[config.mk]
export PLATFORM = sky130hd
export DESIGN_NAME = d_sram2axi
export DESIGN_NICKNAME = d
export VERILOG_FILES = /design/src/rtl/axi_pkg.sv /design/src/rtl/sram_wstrb_gen.sv /design/src/rtl/d_sram2axi.sv
export SDC_FILE = /design/constraint.sdc
export NUM_CORES = 1
export LEC_CHECK = 0
export CAP_MARGIN = 20
export CORE_AREA = 2 2 121 123
export CTS_CLUSTER_SIZE = 14
export DETAILED_ROUTE_END_ITERATION = 6
export DIE_AREA = 0 0 123 125
export PLACE_DENSITY_LB_ADDON = 0.15
export SYNTH_ARGS = -nofsm -noshare
export SYNTH_HDL_FRONTEND = slang
export SYNTH_SLANG_ARGS = --single-unit
export TNS_END_PERCENT = 50
[constraint.sdc]
create_clock -name clk -period 1.65 [get_ports clk]
set_input_delay 0.165 -clock clk [delete_from_list [all_inputs] [get_ports clk]]
set_output_delay 0.165 -clock clk [all_outputs]
set_load 0.05 [all_outputs]
[src/rtl/axi_pkg.sv]
// Shared AXI3 constants, bridge state encoding and SRAM-like size codes
// for the single-beat cache-to-AXI bridges.
package axi_pkg;

    localparam logic [1:0] AXI_BURST_INCR = 2'b01;
    localparam logic [3:0] AXI_LEN_SINGLE = 4'd0;
    localparam logic [1:0] AXI_LOCK_NONE  = 2'd0;
    localparam logic [3:0] AXI_CACHE_NONE = 4'd0;
    localparam logic [2:0] AXI_PROT_NONE  = 3'd0;
    localparam logic [3:0] AXI_ID_DEFAULT = 4'd1;

    localparam logic [1:0] SRAM_SIZE_BYTE = 2'd0;
    localparam logic [1:0] SRAM_SIZE_HALF = 2'd1;
    localparam logic [1:0] SRAM_SIZE_WORD = 2'd2;

    typedef enum logic [2:0] {
        IDLE,
        RADDR,
        RDATA,
        WADDR,
        WRESP
    } state_e;

endpackage

[src/rtl/sram_wstrb_gen.sv]
// Byte-lane strobe generator for SRAM-like size/address pairs; size 3
// falls through to the full-word strobe.
module sram_wstrb_gen
    import axi_pkg::*;
(
    input  logic [1:0] size,
    input  logic [1:0] addr_lo,
    output logic [3:0] wstrb
);

    always_comb begin
        unique case (size)
            SRAM_SIZE_BYTE: wstrb = 4'b0001 << addr_lo;
            SRAM_SIZE_HALF: wstrb = addr_lo[1] ? 4'b1100 : 4'b0011;
            default:        wstrb = 4'b1111;
        endcase
    end

endmodule

[src/rtl/d_sram2axi.sv]
// Data-side SRAM-like to AXI3 bridge: one outstanding single-beat read or
// write, all AXI request fields driven from the latched request.
module d_sram2axi
    import axi_pkg::*;
#(
    parameter logic [3:0] AXI_ID = AXI_ID_DEFAULT
) (
    input  logic        clk,
    input  logic        rst,
    input  logic        data_req,
    input  logic        data_wr,
    input  logic [1:0]  data_size,
    input  logic [31:0] data_addr,
    input  logic [31:0] data_wdata,
    output logic [31:0] data_rdata,
    output logic        data_addr_ok,
    output logic        data_data_ok,
    output logic [3:0]  arid,
    output logic [31:0] araddr,
    output logic [3:0]  arlen,
    output logic [2:0]  arsize,
    output logic [1:0]  arburst,
    output logic [1:0]  arlock,
    output logic [3:0]  arcache,
    output logic [2:0]  arprot,
    output logic        arvalid,
    input  logic        arready,
    input  logic [3:0]  rid,
    input  logic [31:0] rdata,
    input  logic [1:0]  rresp,
    input  logic        rlast,
    input  logic        rvalid,
    output logic        rready,
    output logic [3:0]  awid,
    output logic [31:0] awaddr,
    output logic [3:0]  awlen,
    output logic [2:0]  awsize,
    output logic [1:0]  awburst,
    output logic [1:0]  awlock,
    output logic [3:0]  awcache,
    output logic [2:0]  awprot,
    output logic        awvalid,
    input  logic        awready,
    output logic [3:0]  wid,
    output logic [31:0] wdata,
    output logic [3:0]  wstrb,
    output logic        wlast,
    output logic        wvalid,
    input  logic        wready,
    input  logic [3:0]  bid,
    input  logic [1:0]  bresp,
    input  logic        bvalid,
    output logic        bready
);

    state_e      state_q, state_d;
    logic        wr_q, wr_d;
    logic [1:0]  size_q, size_d;
    logic [31:0] addr_q, addr_d;
    logic [31:0] wdata_q, wdata_d;
    logic        aw_done_q, aw_done_d;
    logic        w_done_q, w_done_d;
    logic        aw_hs, w_hs;

    // Response ids/status are deliberately ignored: any response completes.
    logic unused_axi_inputs;
    assign unused_axi_inputs = ^{rid, rresp, rlast, bid, bresp, wr_q};

    always_ff @(posedge clk) begin
        if (rst) begin
            state_q   <= IDLE;
            wr_q      <= 1'b0;
            size_q    <= 2'd0;
            addr_q    <= 32'd0;
            wdata_q   <= 32'd0;
            aw_done_q <= 1'b0;
            w_done_q  <= 1'b0;
        end else begin
            state_q   <= state_d;
            wr_q      <= wr_d;
            size_q    <= size_d;
            addr_q    <= addr_d;
            wdata_q   <= wdata_d;
            aw_done_q <= aw_done_d;
            w_done_q  <= w_done_d;
        end
    end

    always_comb begin
        state_d      = state_q;
        wr_d         = wr_q;
        size_d       = size_q;
        addr_d       = addr_q;
        wdata_d      = wdata_q;
        aw_done_d    = aw_done_q;
        w_done_d     = w_done_q;
        data_addr_ok = 1'b0;
        data_data_ok = 1'b0;
        arvalid      = 1'b0;
        rready       = 1'b0;
        awvalid      = 1'b0;
        wvalid       = 1'b0;
        bready       = 1'b0;
        aw_hs        = 1'b0;
        w_hs         = 1'b0;

        unique case (state_q)
            IDLE: begin
                data_addr_ok = data_req;
                if (data_req) begin
                    wr_d    = data_wr;
                    size_d  = data_size;
                    addr_d  = data_addr;
                    wdata_d = data_wdata;
                    state_d = data_wr ? WADDR : RADDR;
                end
            end
            RADDR: begin
                arvalid = 1'b1;
                if (arready) state_d = RDATA;
            end
            RDATA: begin
                rready = 1'b1;
                if (rvalid) begin
                    data_data_ok = 1'b1;
                    state_d      = IDLE;
                end
            end
            WADDR: begin
                awvalid = ~aw_done_q;
                wvalid  = ~w_done_q;
                aw_hs   = ~aw_done_q & awready;
                w_hs    = ~w_done_q & wready;
                // Leave as soon as both channels are done, even if the
                // second handshake is happening right now.
                if ((aw_done_q | aw_hs) && (w_done_q | w_hs)) begin
                    state_d   = WRESP;
                    aw_done_d = 1'b0;
                    w_done_d  = 1'b0;
                end else begin
                    aw_done_d = aw_done_q | aw_hs;
                    w_done_d  = w_done_q | w_hs;
                end
            end
            WRESP: begin
                bready = 1'b1;
                if (bvalid) begin
                    data_data_ok = 1'b1;
                    state_d      = IDLE;
                end
            end
            default: state_d = IDLE;
        endcase
    end

    assign data_rdata = rdata;

    assign arid    = AXI_ID;
    assign araddr  = addr_q;
    assign arlen   = AXI_LEN_SINGLE;
    assign arsize  = {1'b0, size_q};
    assign arburst = AXI_BURST_INCR;
    assign arlock  = AXI_LOCK_NONE;
    assign arcache = AXI_CACHE_NONE;
    assign arprot  = AXI_PROT_NONE;

    assign awid    = AXI_ID;
    assign awaddr  = addr_q;
    assign awlen   = AXI_LEN_SINGLE;
    assign awsize  = {1'b0, size_q};
    assign awburst = AXI_BURST_INCR;
    assign awlock  = AXI_LOCK_NONE;
    assign awcache = AXI_CACHE_NONE;
    assign awprot  = AXI_PROT_NONE;

    assign wid   = AXI_ID;
    assign wdata = wdata_q;
    assign wlast = 1'b1;

    sram_wstrb_gen u_wstrb_gen (
        .size    (size_q),
        .addr_lo (addr_q[1:0]),
        .wstrb   (wstrb)
    );

endmodule

== After elaboration in Yosys (flattened, before gate mapping) ==
Cells that the tools add are included.

* Register bits after elaboration: 71
* Bits in latches: 0
* RAM bits: 0
* Bits in read-only memories: 0
* Logic and storage cells: 48
* Memories kept: 0

* Add/sub/neg operators: 0
* $mul: 0
* Div/mod/pow operators: 0
* Magnitude comparators: 0
* Equality and inequality tests: 10
* Shift-type cells: 1
* Muxes and demuxes: 20
* Bitwise logic cells: 6
* Reductions and logical operators: 5

{| class="wikitable"
|+ Operators by type and width
! operator !! number
|-
| $mux W3 || 5
|-
| $pmux W3 S5 || 1
|-
| $mux W1 || 10
|-
| $ne A2 B2 Y1 const B || 5
|-
| $pmux W4 S2 || 1
|-
| $eq A3 B2 Y1 const B || 2
|-
| $reduce_and A5 Y1 || 1
|-
| $mux W4 || 1
|-
| $shl A1 B2 Y4 const A || 1
|-
| $eq A3 B1 Y1 const B || 1
|-
| $eq A3 B3 Y1 const B || 1
|-
| $logic_not A3 Y1 || 1
|-
| $and A1 B1 Y1 || 2
|-
| $eq A2 B1 Y1 const B || 1
|-
| $logic_not A2 Y1 || 1
|-
| $mux W2 || 1
|-
| $not A1 Y1 || 2
|-
| $or A1 B1 Y1 || 2
|-
| $pmux W1 S2 || 1
|-
| $reduce_and A2 Y1 || 1
|-
| $logic_and A1 B1 Y1 || 1
|}

== Longest topological paths before layout ==
* Depth in word-level cells: 6
* Mapped depth: 8
* Mapped depth without buffers: 5

== Cells and area by module ==
Synthesis repeated with hierarchy kept, for this count alone.

* Cells, all modules: 449
* Area, all modules: 3469.6 um^2

{| class="wikitable"
|+ By module, submodules not included
! module !! times used !! cells each !! area each (um^2) !! seq. area each (um^2)
|-
| d_sram2axi || 1 || 442 || 3425.8 || 1421.4
|-
| sram_wstrb_gen || 1 || 7 || 43.8 || 0.0
|}

== Worst setup path before layout ==
Ideal clock, no wire load.

* Path kind: reg-to-output
* Start: register state_q[0]
* End: output data_data_ok
* Arrival: 2.287 ns
* Data required time: 1.485 ns
* Path slack: -0.802 ns
* Cell stages (with the launch flop): 4
* Buffers on the path: 1
* Cell sequence: dfxtp_1 -> buf_4 -> nor3b_1 -> a22o_1

* Word-level cells in the longest chain between the ends: 2
* Elaborated cells on any way between the ends: 3

{| class="wikitable"
|+ RTL lines
! item !! line !! text
|-
| start: declaration || d_sram2axi.sv:56 || <nowiki>state_e state_q, state_d;</nowiki>
|-
| start signal: assignment || d_sram2axi.sv:79 || <nowiki>state_q <= state_d;</nowiki>
|-
| $eq A3 B3 Y1 / $eq A3 B2 Y1 (equally long branches) || d_sram2axi.sv:107 || <nowiki>unique case (state_q)</nowiki>
|-
| $pmux W1 S2 * || d_sram2axi.sv:107 ||
|-
| end: declaration || d_sram2axi.sv:17 || <nowiki>output logic data_data_ok,</nowiki>
|}

Mark *: on every way between the ends. The rest lies on a longest branch, timed or not.

== Worst setup path after layout ==
* Start: register state_q[0]
* End: output data_addr_ok

* Word-level cells in the longest chain between the ends: 2

{| class="wikitable"
|+ RTL lines
! item !! line !! text
|-
| $logic_not A3 Y1 || d_sram2axi.sv:107 ||
|-
| $mux W1 || d_sram2axi.sv:107 ||
|-
| end: declaration || d_sram2axi.sv:16 || <nowiki>output logic data_addr_ok,</nowiki>
|}

Every way passes these cells.

==> out/metrics.yaml <==
timing:
  min_period_ns: 1.56
  finalSetupViolCount: 0
  clock.fmax_ghz: 0.643
  slew_headroom: 0.664
  drv_slew: 0
  hold_viol_final: 0
  fin_setup_tns_ns: 0
  worst_pin_slew_ns: 0.503
  rsz0062_at_grt: "true"
  fin_crit_sh: 0.943
  setup_slack_ns: 0.0943
  clock_skew_ns: 0.00460
floorplan:
  core_area_sq_um: 14200
  ios: 308
  die_h_um: 125
  rows: 44
  die-width_um: 123
  dieArea_sq_um: 15400
  start_util: 0.244
clock_tree:
  clock_path_buffers: 2
  cts_inserted_buffers: 9
  cts_tree: "yes"
  cts_sinks: 71
  h-tree-depth: 3
  cts-root-buf: "clkbuf_16"
  path_clk_slew_ns: 0.05
  clk-insertion-delay-late_ns: 0.33
run_status:
  status: "finished clean"
placed_design:
  place_worst_setup_slack_ns: -0.0998
  gp_congestion: 0.707
  port_buffers: 185
  post_dp_cell_area_sq_um: 4810
  hpwl_um: 6820
min_path:
  hold_path_class: "in -> reg"
logic_synthesis:
  synthCells: 449
  ys_seq_area_frac: 0.410
  synth_top_area_share: 0.410
  avgSynthCellArea_sq_um: 7.73
  synth_edf_count: 0
  synth_top_cell_by_area: "dfxtp_1"
  synth_top_cells_by_area: "dfxtp_1 (41%), buf_4 (25%), nand2_1 (14%)"
  async_flop_share: 0
  yosysWarnings: 0
  ys.flop_type: "dfxtp_1"
  ys_types: 25
  syn_area_sq_um: 3470
  ys_seq_elements: 71
grt:
  grt-ovfl-total: 0
  grt_pass1_wl_um: 14200
  grt_max_degree: 72
  grtUsageTotal: 0.119
  grt_pass1_vias: 2799
  antenna_found_initial: 0
critical_path:
  max_stage_delay_ns: 0.36
  arrival_ns: 1.39
  crit_slowest_cell: "dfxtp_4"
  critPathTopFamily: "buffers and inverters"
  worstSetupPathType: "reg -> out"
  critPathBufInv: 4
  crit_chain: "buf_6 -> nand3b_1 -> inv_2 -> buf_12 -> buf_12"
  end_kind: "output port"
  worstPathMaxFanout: 8
  crit_top_cell: "buf_12"
  crit_required_ns: 1.48
  startpoint_type: "flip-flop"
layout:
  area_delta_synth_final_pct: 50.7
  fin_area_sq_um: 5230
  antenna_cells: 0
  nets: 694
  fillCellCount: 1498
  drive_gt1_frac: 0.244
pwr:
  peakVddDrop_uv: 785
  power_leakage_uw: 0.00233
  power-per-cell-area_nw_per_um2: 1280
detailed_routing:
  detail-route-antenna-nets: 0
  wl_um: 9640
  vias: 3074
  vias_per_cell: 4.03
  drt_iter0_drc: 138
  drc_errors: 0
  wl_per_cell_um: 12.6
  first_pass_iters: 5
job:
  maxCapViolCount: 0
-- worst paths after layout --
check | to | slack [ns] | start | cells past startpoint
hold / removal | araddr[28] | 0.31 | rst | 3
setup / recovery | data_addr_ok | 0.09 | state_q[0] | 5
hold reg to reg | wdata[7] | 0.45 | wdata[7] | 2
setup reg to reg | state_q[1] | 0.15 | state_q[0] | 4
-- state kept, by name, summed over array words and instances, names as in the netlist --
name	count
araddr	32
aw_done_q	1
size_q	2
state_q	3
w_done_q	1
wdata	32
-- layout make-up --
class                      count  area [sq um]  share of cell area
timing repair buffer         206          1970               0.376
sequential                    71          1430               0.274
multi-input combinational    284          1270               0.243
clock buffer                  11           243              0.0464
tap                          184           230              0.0440
clock inverter                 5          81.3              0.0156
inverter                       2          7.51             0.00144
-- synth_stat cells, drive strengths merged (3+ instances only) --
library cell,n
nand2,132
o21ai,4
buf,123
o21bai,4
a21oi,71
nor2,11
clkbuf,12
nor3,3
dfxtp,71
-- cell families (layout without fill, tap and decap cells) --
logic type	after synthesis	in the layout	synth area share
other	2	45	0.00216
muxes	1	1	0.00288
DFF	71	71	0.410
AOI/OAI and AO/OA	82	82	0.124
and+or+nand+nor	156	156	0.181
buffers and inverters	137	224	0.280
-- power breakdown --
group	switching, uW	internal [uW]
registers	128	1890
clock network	718	1360
logic	1730	872
-- per-stage QoR --
step	hold WS, ns	cells	power [uW]	util
2_1_floorplan	0.298	492	4090	-
3_5_place_dp	0.330	738	4610	0.338
6_report	0.313	763	6700	0.368
5_1_grt	0.330	763	7040	0.368
3_3_place_gp	0.330	738	4590	0.338
4_1_cts	0.329	758	6790	0.364
-- tightest hold or removal path, cell delays in order --
cell	delay [ns]
buf_2	0.12
buf_12	0.19
a21oi_1	0.13
-- repair_timing --
item / in CTS / in global routing
pin swaps: 1 / 3
hold buffers: 0 / 0
setup buffers: 3 / 5
resized for setup: 18 / 8
setup endpoints to repair: 19 / 11
cloned: 1 / 0
-- layer usage --
metal | part of all wire | global-route usage | up-vias
met4 | 0.021 | 0.0448 | 0
met5 | 0 | 0 | -
met2 | 0.46 | 0.191 | 134
li1 | - | - | 1526
met1 | 0.42 | 0.141 | 1391
met3 | 0.098 | 0.0506 | 23
-- placed cells by master (no fill, tap or decap), drive strengths merged --
| cell type | n |
|---|---|
| o21ai | 4 |
| and2 | 1 |
| and3b | 1 |
| a211o | 1 |
| nor3 | 3 |
| bufinv | 2 |
| nor2b | 1 |
| clkinv | 2 |
| inv | 2 |
| o22a | 1 |
| clkdlybuf4s50 | 73 |
| or4 | 1 |
| buf | 116 |
| nor2 | 11 |
| a21oi | 71 |
| nor3b | 2 |
| nand3b | 2 |
| conb | 45 |
| clkbuf | 11 |
| dlymetal6s2s | 1 |
| mux2i | 1 |
| clkinvlp | 1 |
| nor4b | 2 |
| dlygate4sd2 | 15 |
| a22o | 1 |
| bufbuf | 1 |
| dfxtp | 71 |
| o21bai | 4 |
| nand2 | 132 |
Note: power is estimated with default switching activity, not from simulation.
